### src/rtl/signed_add_rr_scheduler_if.sv
// signed_add_rr_scheduler_if: requester operand bus and result stage handshake
interface signed_add_rr_scheduler_if #(
  parameter int N_REQ = 4,
  parameter int W = 4
);
  logic [N_REQ-1:0] req_valid;
  logic [N_REQ-1:0] req_ready;
  logic [N_REQ*W-1:0] req_a;
  logic [N_REQ*W-1:0] req_b;
  logic res_valid;
  logic res_ready;
  logic [W-1:0] res_sum;
  logic res_overflow;
  logic [$clog2(N_REQ)-1:0] res_id;
  modport master (
    output req_valid, req_a, req_b, res_ready,
    input req_ready, res_valid, res_sum, res_overflow, res_id
  );
  modport slave (
    input req_valid, req_a, req_b, res_ready,
    output req_ready, res_valid, res_sum, res_overflow, res_id
  );
endinterface

### src/rtl/signed_add_rr_scheduler.sv
// signed_add_rr_scheduler: round-robin shared signed adder with registered result and overflow counter
module signed_add_rr_scheduler #(
  parameter int N_REQ = 4,
  parameter int W = 4,
  parameter int CNT_W = 8
) (
  input logic clk,
  input logic rst,
  signed_add_rr_scheduler_if.slave bus,
  output logic [CNT_W-1:0] ovf_count
);
  localparam int IW = $clog2(N_REQ);
  logic [IW-1:0] ptr, grant;
  logic found, free, xfer, ovf;
  logic [W-1:0] a, b, s;
  // search downward so the requester closest above ptr is assigned last and wins
  always_comb begin
    found = 1'b0;
    grant = ptr;
    for (int k = N_REQ - 1; k >= 0; k--) begin
      if (bus.req_valid[(int'(ptr) + k) % N_REQ]) begin
        found = 1'b1;
        grant = IW'((int'(ptr) + k) % N_REQ);
      end
    end
  end
  assign free = !bus.res_valid | bus.res_ready;
  assign xfer = found & free & !rst;
  assign bus.req_ready = xfer ? N_REQ'(1) << grant : '0;
  assign a = bus.req_a[grant*W +: W];
  assign b = bus.req_b[grant*W +: W];
  assign s = a + b;
  assign ovf = (a[W-1] & b[W-1] & ~s[W-1]) | (~a[W-1] & ~b[W-1] & s[W-1]);
  always_ff @(posedge clk or posedge rst) begin
    if (rst) begin
      bus.res_valid <= 1'b0;
      bus.res_sum <= '0;
      bus.res_overflow <= 1'b0;
      bus.res_id <= '0;
      ovf_count <= '0;
      ptr <= '0;
    end else begin
      if (bus.res_valid & bus.res_ready & bus.res_overflow & ~&ovf_count)
        ovf_count <= ovf_count + 1'b1;
      if (xfer) begin
        bus.res_valid <= 1'b1;
        bus.res_sum <= s;
        bus.res_overflow <= ovf;
        bus.res_id <= grant;
        ptr <= (grant == IW'(N_REQ - 1)) ? '0 : grant + 1'b1;
      end else if (bus.res_ready) begin
        bus.res_valid <= 1'b0;
      end
    end
  end
endmodule

### src/flat_wrapper.sv
// flat-port wrapper written by rule: the top's interface ports become plain ports
module signed_add_rr_scheduler_flat 
#(
  parameter int N_REQ = 4,
  parameter int W = 4,
  parameter int CNT_W = 8
)
  (clk, rst, ovf_count, bus_req_valid, bus_req_a, bus_req_b, bus_res_ready, bus_req_ready, bus_res_valid, bus_res_sum, bus_res_overflow, bus_res_id);
  signed_add_rr_scheduler_if #(.N_REQ(N_REQ), .W(W)) bus_i ();
  input logic clk;
  input logic rst;
  output logic [CNT_W-1:0] ovf_count;
  input wire logic [$bits(bus_i.req_valid)-1:0] bus_req_valid;
  input wire logic [$bits(bus_i.req_a)-1:0] bus_req_a;
  input wire logic [$bits(bus_i.req_b)-1:0] bus_req_b;
  input wire logic [$bits(bus_i.res_ready)-1:0] bus_res_ready;
  output wire logic [$bits(bus_i.req_ready)-1:0] bus_req_ready;
  output wire logic [$bits(bus_i.res_valid)-1:0] bus_res_valid;
  output wire logic [$bits(bus_i.res_sum)-1:0] bus_res_sum;
  output wire logic [$bits(bus_i.res_overflow)-1:0] bus_res_overflow;
  output wire logic [$bits(bus_i.res_id)-1:0] bus_res_id;
  assign bus_i.req_valid = bus_req_valid;
  assign bus_i.req_a = bus_req_a;
  assign bus_i.req_b = bus_req_b;
  assign bus_i.res_ready = bus_res_ready;
  assign bus_req_ready = bus_i.req_ready;
  assign bus_res_valid = bus_i.res_valid;
  assign bus_res_sum = bus_i.res_sum;
  assign bus_res_overflow = bus_i.res_overflow;
  assign bus_res_id = bus_i.res_id;
  signed_add_rr_scheduler #(.N_REQ(N_REQ), .W(W), .CNT_W(CNT_W)) u_core (.clk(clk), .rst(rst), .bus(bus_i), .ovf_count(ovf_count));
endmodule
### config.mk
export PLATFORM = sky130hd
export DESIGN_NAME = signed_add_rr_scheduler_flat
export DESIGN_NICKNAME = d
export VERILOG_FILES = /design/src/rtl/signed_add_rr_scheduler_if.sv /design/src/rtl/signed_add_rr_scheduler.sv /design/src/flat_wrapper.sv
export SDC_FILE = /design/constraint.sdc
export NUM_CORES = 1
export LEC_CHECK = 0
export CAP_MARGIN = 25
export CORE_ASPECT_RATIO = 2
export CORE_MARGIN = 1
export CORE_UTILIZATION = 42
export DETAILED_ROUTE_END_ITERATION = 7
export GPL_ROUTABILITY_DRIVEN = 0
export GPL_TIMING_DRIVEN = 0
export PLACE_DENSITY = 0.79
export REMOVE_ABC_BUFFERS = 1
export SLEW_MARGIN = 10
export SYNTH_ARGS = -nofsm -noshare
export SYNTH_HDL_FRONTEND = slang
export SYNTH_SLANG_ARGS = --single-unit
### constraint.sdc
create_clock -name clk -period 4.1 [get_ports clk]
set_input_delay 1.23 -clock clk [delete_from_list [all_inputs] [get_ports clk]]
set_output_delay 1.23 -clock clk [all_outputs]
set_load 0.02 [all_outputs]
* Word-level counts from Yosys, hierarchy flattened
Index checks and enable logic that the tools add are counted.
Storage, ports and cells: register bits after elaboration 18
Cells by class: $add $sub $neg 6, magnitude comparators 4, equal/unequal tests 1, shift operators 3, mux-type cells 23, bitwise logic cells 17, reductions and logical operators 8
Operators by type and width (number):
- $shiftx A16 B5 Y4 | 2
- $mux W1 | 13
- $lt A3 B4 Y1 const B | 3
- $mux W2 | 5
- $and A1 B1 Y1 | 9
- $add A8 B1 Y8 const B | 1
- $bmux W1 S2 | 4
- $reduce_and A8 Y1 | 1
- $reduce_or A2 Y1 | 3
- $add A2 B1 Y2 const B | 2
- $add A2 B2 Y2 const B | 2
- $add A4 B4 Y4 | 1
- $mux W4 | 1
- $shl A1 B2 Y4 const A | 1
- $and A1 B1 Y1 const A | 3
- $logic_not A1 Y1 | 3
- $lt A2 B3 Y1 const B | 1
- $not A1 Y1 | 3
- $eq A2 B2 Y1 const B | 1
- $or A1 B1 Y1 | 2
- $reduce_bool A2 Y1 | 1

* Logic depth before layout (Yosys ltp)
Gate-level depths: netlist (run 1).
word-level depth 15, depth in mapped cells 10, gate-level depth less buffers 9

* Worst setup path after synthesis (run 1)
Ideal clock, no wire load.
kind input port to flip-flop, from input port bus_req_valid[2], to register u_core.bus.res_sum[3], setup time 0.125 ns, arrival 3.875 ns, required time 3.975 ns, path slack 0.100 ns, stages on the path 9, buffers on the path 0, cell sequence nor2b_1 -> o21a_1 -> a2111oi_4 -> mux4_1 -> ha_1 -> and3_1 -> or3_1 -> and2_1 -> mux2_2
Between the ends: cells in the longest elaborated chain, start to end 9, elaborated cells between the ends (all ways) 24, those cells by class 1 x add/sub; 2 x shift; 19 x mux; 2 x bitwise
RTL lines:
- start: declaration | line flat_wrapper.sv:13 | input wire logic [$bits(bus_i.req_valid)-1:0] bus_req_valid;
- $bmux W1 S2 | line signed_add_rr_scheduler.sv:21 | if (bus.req_valid[(int'(ptr) + k) % N_REQ]) begin
- $mux W1 (not written as such) (2 in series) | line signed_add_rr_scheduler.sv:21
- $mux W2 or $mux W1 (tied branches) (4 in series) | line signed_add_rr_scheduler.sv:21
- $shiftx A16 B5 Y4 (tied with other cells) | line signed_add_rr_scheduler.sv:30 | assign a = bus.req_a[grant*W +: W];
- $add A4 B4 Y4 or $and A1 B1 Y1 (tied branches) | line signed_add_rr_scheduler.sv:32, signed_add_rr_scheduler.sv:28
- end signal: assignment | line signed_add_rr_scheduler.sv:47 | bus.res_sum <= s;
- end: declaration | line signed_add_rr_scheduler_if.sv:21 | output req_ready, res_valid, res_sum, res_overflow, res_id
Parallel ways exist; a longest one is shown, timed or not. The select of a mux whose other input is x is not followed. A chain may end at the register's enable or synchronous reset.

* Worst setup path in the final report (run 1)
from input port bus_req_valid[1], to output port bus_req_ready[3]
Between the ends: cells in the longest elaborated chain, start to end 10, elaborated cells between the ends (all ways) 23, those cells by class 1 x shift; 20 x mux; 2 x bitwise
RTL lines:
- $bmux W1 S2 | line signed_add_rr_scheduler.sv:21
- $mux W1 (not written as such) (2 in series) | line signed_add_rr_scheduler.sv:21
- $mux W1 (4 in series) | line signed_add_rr_scheduler.sv:21
- $and A1 B1 Y1 (2 in series) | line signed_add_rr_scheduler.sv:28 | assign xfer = found & free & !rst;
- $mux W4 (*) | line signed_add_rr_scheduler.sv:29 | assign bus.req_ready = xfer ? N_REQ'(1) << grant : '0;
- end: declaration | line flat_wrapper.sv:17 | output wire logic [$bits(bus_i.req_ready)-1:0] bus_req_ready;
Every way passes the cells marked *; elsewhere a longest branch is shown, timed or not. The select of a mux whose other input is x is not followed.

==> results of run 1 <==
[metrics by stage]
stage	util (%)	power [mW]
5_1_grt	67.26	1.258
2_1_floorplan	-	0.6983
6_report	67.26	1.173
3_5_place_dp	62.94	0.9357
4_1_cts	66.47	1.125
3_3_place_gp	62.70	0.9034
[cell usage in the layout, fill, tap and decap left out, drive strengths merged, types with 5 or more instances in the layout]
cell type,instances
dfrtp,18
nand3,5
buf,13
clkdlybuf4s50,50
and2,5
mux4,10
mux2,9
nor2,6
inv,12
ha,10
clkbuf,6
[worst paths after layout]
kind,start,end,slack [ps],cells past startpoint
hold / removal,u_core.ovf_count[5]$_DFFE_PP0P_,u_core.ovf_count[5]$_DFFE_PP0P_,510,1
max in group asynchronous,rst,u_core.bus.res_sum[2]$_DFFE_PP0P_,2180,2
min in group asynchronous,rst,u_core.ovf_count[4]$_DFFE_PP0P_,1500,2
setup reg to reg,u_core.ptr[0]$_DFFE_PP0P_,u_core.bus.res_sum[3]$_DFFE_PP0P_,910,10
hold reg to reg,u_core.ovf_count[5]$_DFFE_PP0P_,u_core.ovf_count[5]$_DFFE_PP0P_,510,1
setup / recovery,bus_req_valid[1],bus_req_ready[3],100,7
[what timing repair did]
action                     4_1_cts  5_1_grt
setup endpoints to repair        8        5
buffers inserted                 8        2
gates resized for setup         25       12
hold buffers                     0        0
pin swaps                        5        3
hold endpoints to repair         0        0
[state kept, by name, indices dropped and copies added (netlist names)]
| signal | count |
|---|---|
| u_core.bus.res_id | 2 |
| u_core.bus.res_overflow | 1 |
| u_core.bus.res_sum | 4 |
| u_core.bus.res_valid | 1 |
| u_core.ovf_count | 8 |
| u_core.ptr | 2 |
[cell families after synthesis]
logic type,synth area share (%)
XOR/XNOR,3.167
AND/OR/NAND/NOR,13.76
adder cells (fa/ha/maj),10.50
buffers and inverters,4.887
flip-flops,32.58
multiplexers,24.71
AO/OA/AOI/OAI,10.41
[routing by layer]
| layer | global-route usage, % | vias to the layer above | share of wire [%] |
|---|---|---|---|
| met3 | 1.957 | 6 | 4.3 |
| met2 | 38.04 | 47 | 62 |
| met1 | 17.84 | 600 | 32 |
| met4 | 9.659 | 0 | 1.5 |
| met5 | 0 | - | 0 |
| li1 | - | 576 | - |
[area by class of cell]
class / count / area [sq um]
inverters: 12 / 45.04
fillers: 253 / 1033
multi-input cells: 87 / 905.9
well taps: 31 / 38.79
repair buffers: 69 / 641.9
clock buffers: 3 / 41.29
flip-flops and latches: 18 / 450.4
[where the power goes]
group	switching, mW	internal [mW]
registers	0.0588	0.241
clock network	0.0519	0.0650
logic	0.325	0.432
==> summary.md, run 1 <==
| Metric | Value |
|---|---|
| Outcome | finished clean |
| Hold Fails Final Rpt | 0 |
| Post-synthesis register bit count | 18 |
| Area of the mapped netlist | 1383 sq um |
| Port Buffers | 58 |
| ANT nets after route | 0 |
| Crit path kind | input port to output port |
| Share of cells above drive strength 1 | 26.46% |
| WP data arrival | 2770 ps |
| Fmax | 250.2 MHz |
| Number of global-route vias before repair | 1347 |
| Max-Cap Viols | 0 |
| Min-Delay Path Class | flop to flop |
| Initial DRC count | 3 |
| CP bufs+invs | 2 |
| Max VDD drop | 0.3218 mV |
| Antenna diodes | 0 |
| CTS tree | done |
| CP startpoint kind | input port |
| Final Max Slew Viols | 0 |
| Static Leak | 0.9029 nW |
| WL/cell | 14.19 um |
| Largest cells by area after synthesis | dfrtp_1 33%, mux4_2 9.8%, ha_1 9.0% |
| Clk sink count | 18 |
| Layout Cells excl Fill | 220 |
| DRC Markers | 0 |
| Clk_skew | 2.067 ps |
| 1st-pass router iterations | 4 |
| Final WL | 3122 um |
| Final min period | 3998 ps |
| Area Growth Syn to Fin | 53.57% |
| Top-area cell type share of the netlist area | 32.58% |
| Initial Util | 43.80% |
| Power per standard cell area | 552.6 nW/um^2 |
| YS warnings | 0 |
| Clk Latency, worst-skew pair | 240 ps |
| Overall routing resource usage | 19.24% |
| Post-route setup TNS | 0 ps |
| First-pass GRT wire length | 5354 um |
| Rows | 29 |
| Mean Syn Cell Area | 11.52 sq um |
| Initial antenna violation count | 0 |
| H-tree levels | 1 |
| Final setup fails | 0 |
| Main synth FF type | dfrtp_1 |
| RSZ-0062 raised after global routing | no |
| Slowest cell on crit path | a2111oi_4 |
| DPL Wire Length | 2482 um |
| Area leader, netlist | dfrtp_1 |
| Slew HR | 56.69% |
| Slew of the pin with the lowest slew margin | 648.9 ps |
| Seq/Total Area, Yosys | 32.58% |
| Largest net degree at the start of global routing | 19 |
| Root Driver | clkbuf_8 |
| Post-DP Area | 1987 sq um |
| Top Ports | 59 |
| CTS Buf Count | 3 |
| Die X | 42.57 um |
| Post-synth EDFFs | 0 |
| Crit-path max cell delay | 430 ps |
| Worst-path fanout max | 4 |
| Total grt overflow | 0 |
| Dpl cells | 207 |
| Critical path data required time | 2870 ps |
| Crit path capture type | output port |
| Mapped Cells | 120 |
| Worst-path clk slew | 60 ps |
| Die ar. | 3539 sq um |
| Pre-CTS WS | -1136 ps |
| DR vias/cell | 5.586 |
| Crit-path leading delay family | buffers and inverters |
| CTS max path bufs | 2 |
| Ratio of final minimum period to clock period | 97.50% |
| Count leader, synth | dfrtp_1 |
| Number of nets in the layout | 241 |
| Core ar. | 3157 sq um |
| Async set-reset flop share out of synthesis | 100.0% |
| Final instance area | 2123 sq um |
| Die height | 83.14 um |
| Fin Hold WS | 513.0 ps |
| Setup slack after layout | 102.4 ps |
| Top post-synthesis cells by count | 18 x dfrtp_1, 12 x inv_1, 10 x ha_1 |
| Via Count | 1229 |
| Cells along the critical path | clkdlybuf4s15_1 > or2_1 > nor2_1 > a2111oi_4 > ha_1 > and2_1 > dlygate4sd2_1 |
| Yosys cell types | 37 |
No activity file was read; power rests on OpenSTA's default activity.
==> run 2, diff against run 1 <==
--- a/config.mk
+++ b/config.mk
@@ -12,7 +12,8 @@
 export DETAILED_ROUTE_END_ITERATION = 7
 export GPL_ROUTABILITY_DRIVEN = 0
 export GPL_TIMING_DRIVEN = 0
-export PLACE_DENSITY = 0.79
+export MAX_ROUTING_LAYER = met4
+export PLACE_DENSITY = 0.82
 export REMOVE_ABC_BUFFERS = 1
 export SLEW_MARGIN = 10
 export SYNTH_ARGS = -nofsm -noshare
==> run 2 against run 1 <==
Effect of this change: register-to-register slack lost 20 ps; fmax is essentially flat; clock skew grew 0.71 ps; global-route usage grew 1.4 points; count of clock-buffer cells in the layout is the same; cell count shrank 1.4%; routed wire length grew 0.54%; die area is the same; hold slack lost 18 ps; final area shrank 2.4%; largest power group unchanged; clock power grew 3%; non-clock buffer count shrank 3.
==> summary.md, run 2 (synthesis results as in run 1) <==
| Metric | Value |
|---|---|
| Outcome | finished clean |
| Rows | 29 |
| Slew HR | 54.96% |
| Commonest non-fill, non-tap cells in the layout | 50 x clkdlybuf4s50_1, 18 x dfrtp_1, 12 x inv_1 |
| Biggest regs | u_core.ovf_count x8, u_core.bus.res_sum x4 |
| DRC Markers | 0 |
| Pre-CTS WS | -1171 ps |
| P_sw | 0.4248 mW |
| CTS Buf Count | 3 |
| Final WL | 3139 um |
| Root Driver | clkbuf_8 |
| Net Sw Frac | 38.08% |
| Total grt overflow | 0 |
| Share of cells above drive strength 1 | 24.73% |
| Clk_skew | 2.779 ps |
| Die height | 83.14 um |
| Clk Latency, worst-skew pair | 250 ps |
| ANT nets after route | 0 |
| Die X | 42.57 um |
| CTS max path bufs | 2 |
| Crit path capture type | output port |
| 1st-pass router iterations | 4 |
| Fmax | 250.3 MHz |
| CTS tree | done |
| Hold Fails Final Rpt | 0 |
| Static Leak | 0.8854 nW |
| Clk sink count | 18 |
| Antenna diodes | 0 |
| Slew of the pin with the lowest slew margin | 674.8 ps |
| Dpl cells | 207 |
| H-tree levels | 1 |
| Min-Delay Path Class | flop to flop |
| Worst-path fanout max | 5 |
| Largest net degree at the start of global routing | 19 |
| Final Max Slew Viols | 0 |
| DR vias/cell | 5.590 |
| Layout Cells excl Fill | 217 |
| Worst-path clk slew | 60 ps |
| Logic pwr share | 62.4% |
| Core ar. | 3157 sq um |
| Setup slack after layout | 105.3 ps |
| Initial antenna violation count | 0 |
| Sequential Power Share | 26.8% |
| Area Growth Syn to Fin | 49.86% |
| Port Buffers | 58 |
| Ratio of final minimum period to clock period | 97.43% |
| Crit path kind | input port to output port |
| Max VDD drop | 0.3338 mV |
| Pint | 0.6909 mW |
| Number of global-route vias before repair | 1324 |
| Max-Cap Viols | 0 |
| Critical path data required time | 2870 ps |
| Finished Core Util | 65.64% |
| Pwr Total | 1.116 mW |
| Max reg flops | 8 |
| Initial DRC count | 24 |
| Commonest non-fill, non-tap cell in the layout | clkdlybuf4s50_1 |
| First-pass GRT wire length | 5402 um |
| Final min period | 3995 ps |
| WL/cell | 14.47 um |
| WP data arrival | 2760 ps |
| Number of nets in the layout | 238 |
| Initial Util | 43.80% |
| Top Ports | 59 |
| Clock share of power | 10.8% |
| DPL Wire Length | 2525 um |
| CP startpoint kind | input port |
| Power per standard cell area | 538.4 nW/um^2 |
| Die ar. | 3539 sq um |
| Overall routing resource usage | 20.66% |
| Final setup fails | 0 |
| Biggest register | u_core.ovf_count |
| RSZ-0062 raised after global routing | yes |
| Via Count | 1213 |
## run 2: cell types whose count changed in the layout (fill, tap and decap cells not counted), sizes merged
cell,change
dlygate4sd2,-1
clkdlybuf4s15,-2
clkbuf,+1
buf,-1
## run 2: worst paths after layout
kind                       slack, ps                            start  depth (start not counted)                                   to
max in group asynchronous       2130                              rst                          2      u_core.ovf_count[4]$_DFFE_PP0P_
max                              110                 bus_req_valid[0]                          9                     bus_req_ready[0]
max reg2reg                      890        u_core.ptr[0]$_DFFE_PP0P_                         10    u_core.bus.res_sum[3]$_DFFE_PP0P_
min reg2reg                      500  u_core.ovf_count[5]$_DFFE_PP0P_                          1      u_core.ovf_count[5]$_DFFE_PP0P_
min                              500  u_core.ovf_count[5]$_DFFE_PP0P_                          1      u_core.ovf_count[5]$_DFFE_PP0P_
min in group asynchronous       1540                              rst                          2  u_core.bus.res_overflow$_DFFE_PP0P_
## run 2: cell type report
class,count,area (sq um)
clock buffers,3,41.29
inverters,12,45.04
well taps,31,38.79
repair buffers,66,606.8
flip-flops and latches,18,450.4
fillers,258,1085
multi-input cells,87,889.6
## run 2: metal layers
layer,share of wire (%),global-route usage (%),vias to the layer above,routed length [um]
met4,2.7,11.65,0,85
met5,0,-,-,0
met2,60,38.88,55,1869
met1,32,18.42,580,1018
li1,-,-,570,-
met3,5.3,2.609,8,167
## run 2: power groups by stage
stage	Combinational [mW]	Sequential, mW	Clock, mW
final	0.696	0.299	0.121
after global routing	0.764	0.308	0.132
after CTS	0.700	0.296	0.126
after detailed placement	0.645	0.298	0
after global placement	0.610	0.292	0
after floorplan	0.344	0.354	0
## run 2: critical path: stages
cell,delay [ps]
buf_2,140
nor2b_1,150
o21a_1,210
a2111oi_4,350
buf_4,190
inv_1,50
ha_1,160
and2_1,140
buf_4,150
## run 2: per-stage QoR
stage,setup TNS [ps],hold slack [ps],instance area [sq um]
after floorplan,-274.3,540.7,1360
after global placement,-6872,484.3,1979
after detailed placement,-7645,489.2,1987
after CTS,0,501.2,2100
after global routing,-5.243,523.9,2072
final,0,495.1,2072
## run 2: repair_timing
action	4_1_cts	5_1_grt
setup endpoints to repair	8	6
resized for setup	25	15
hold buffers	0	0
buffers inserted	7	0
pin swaps	2	2
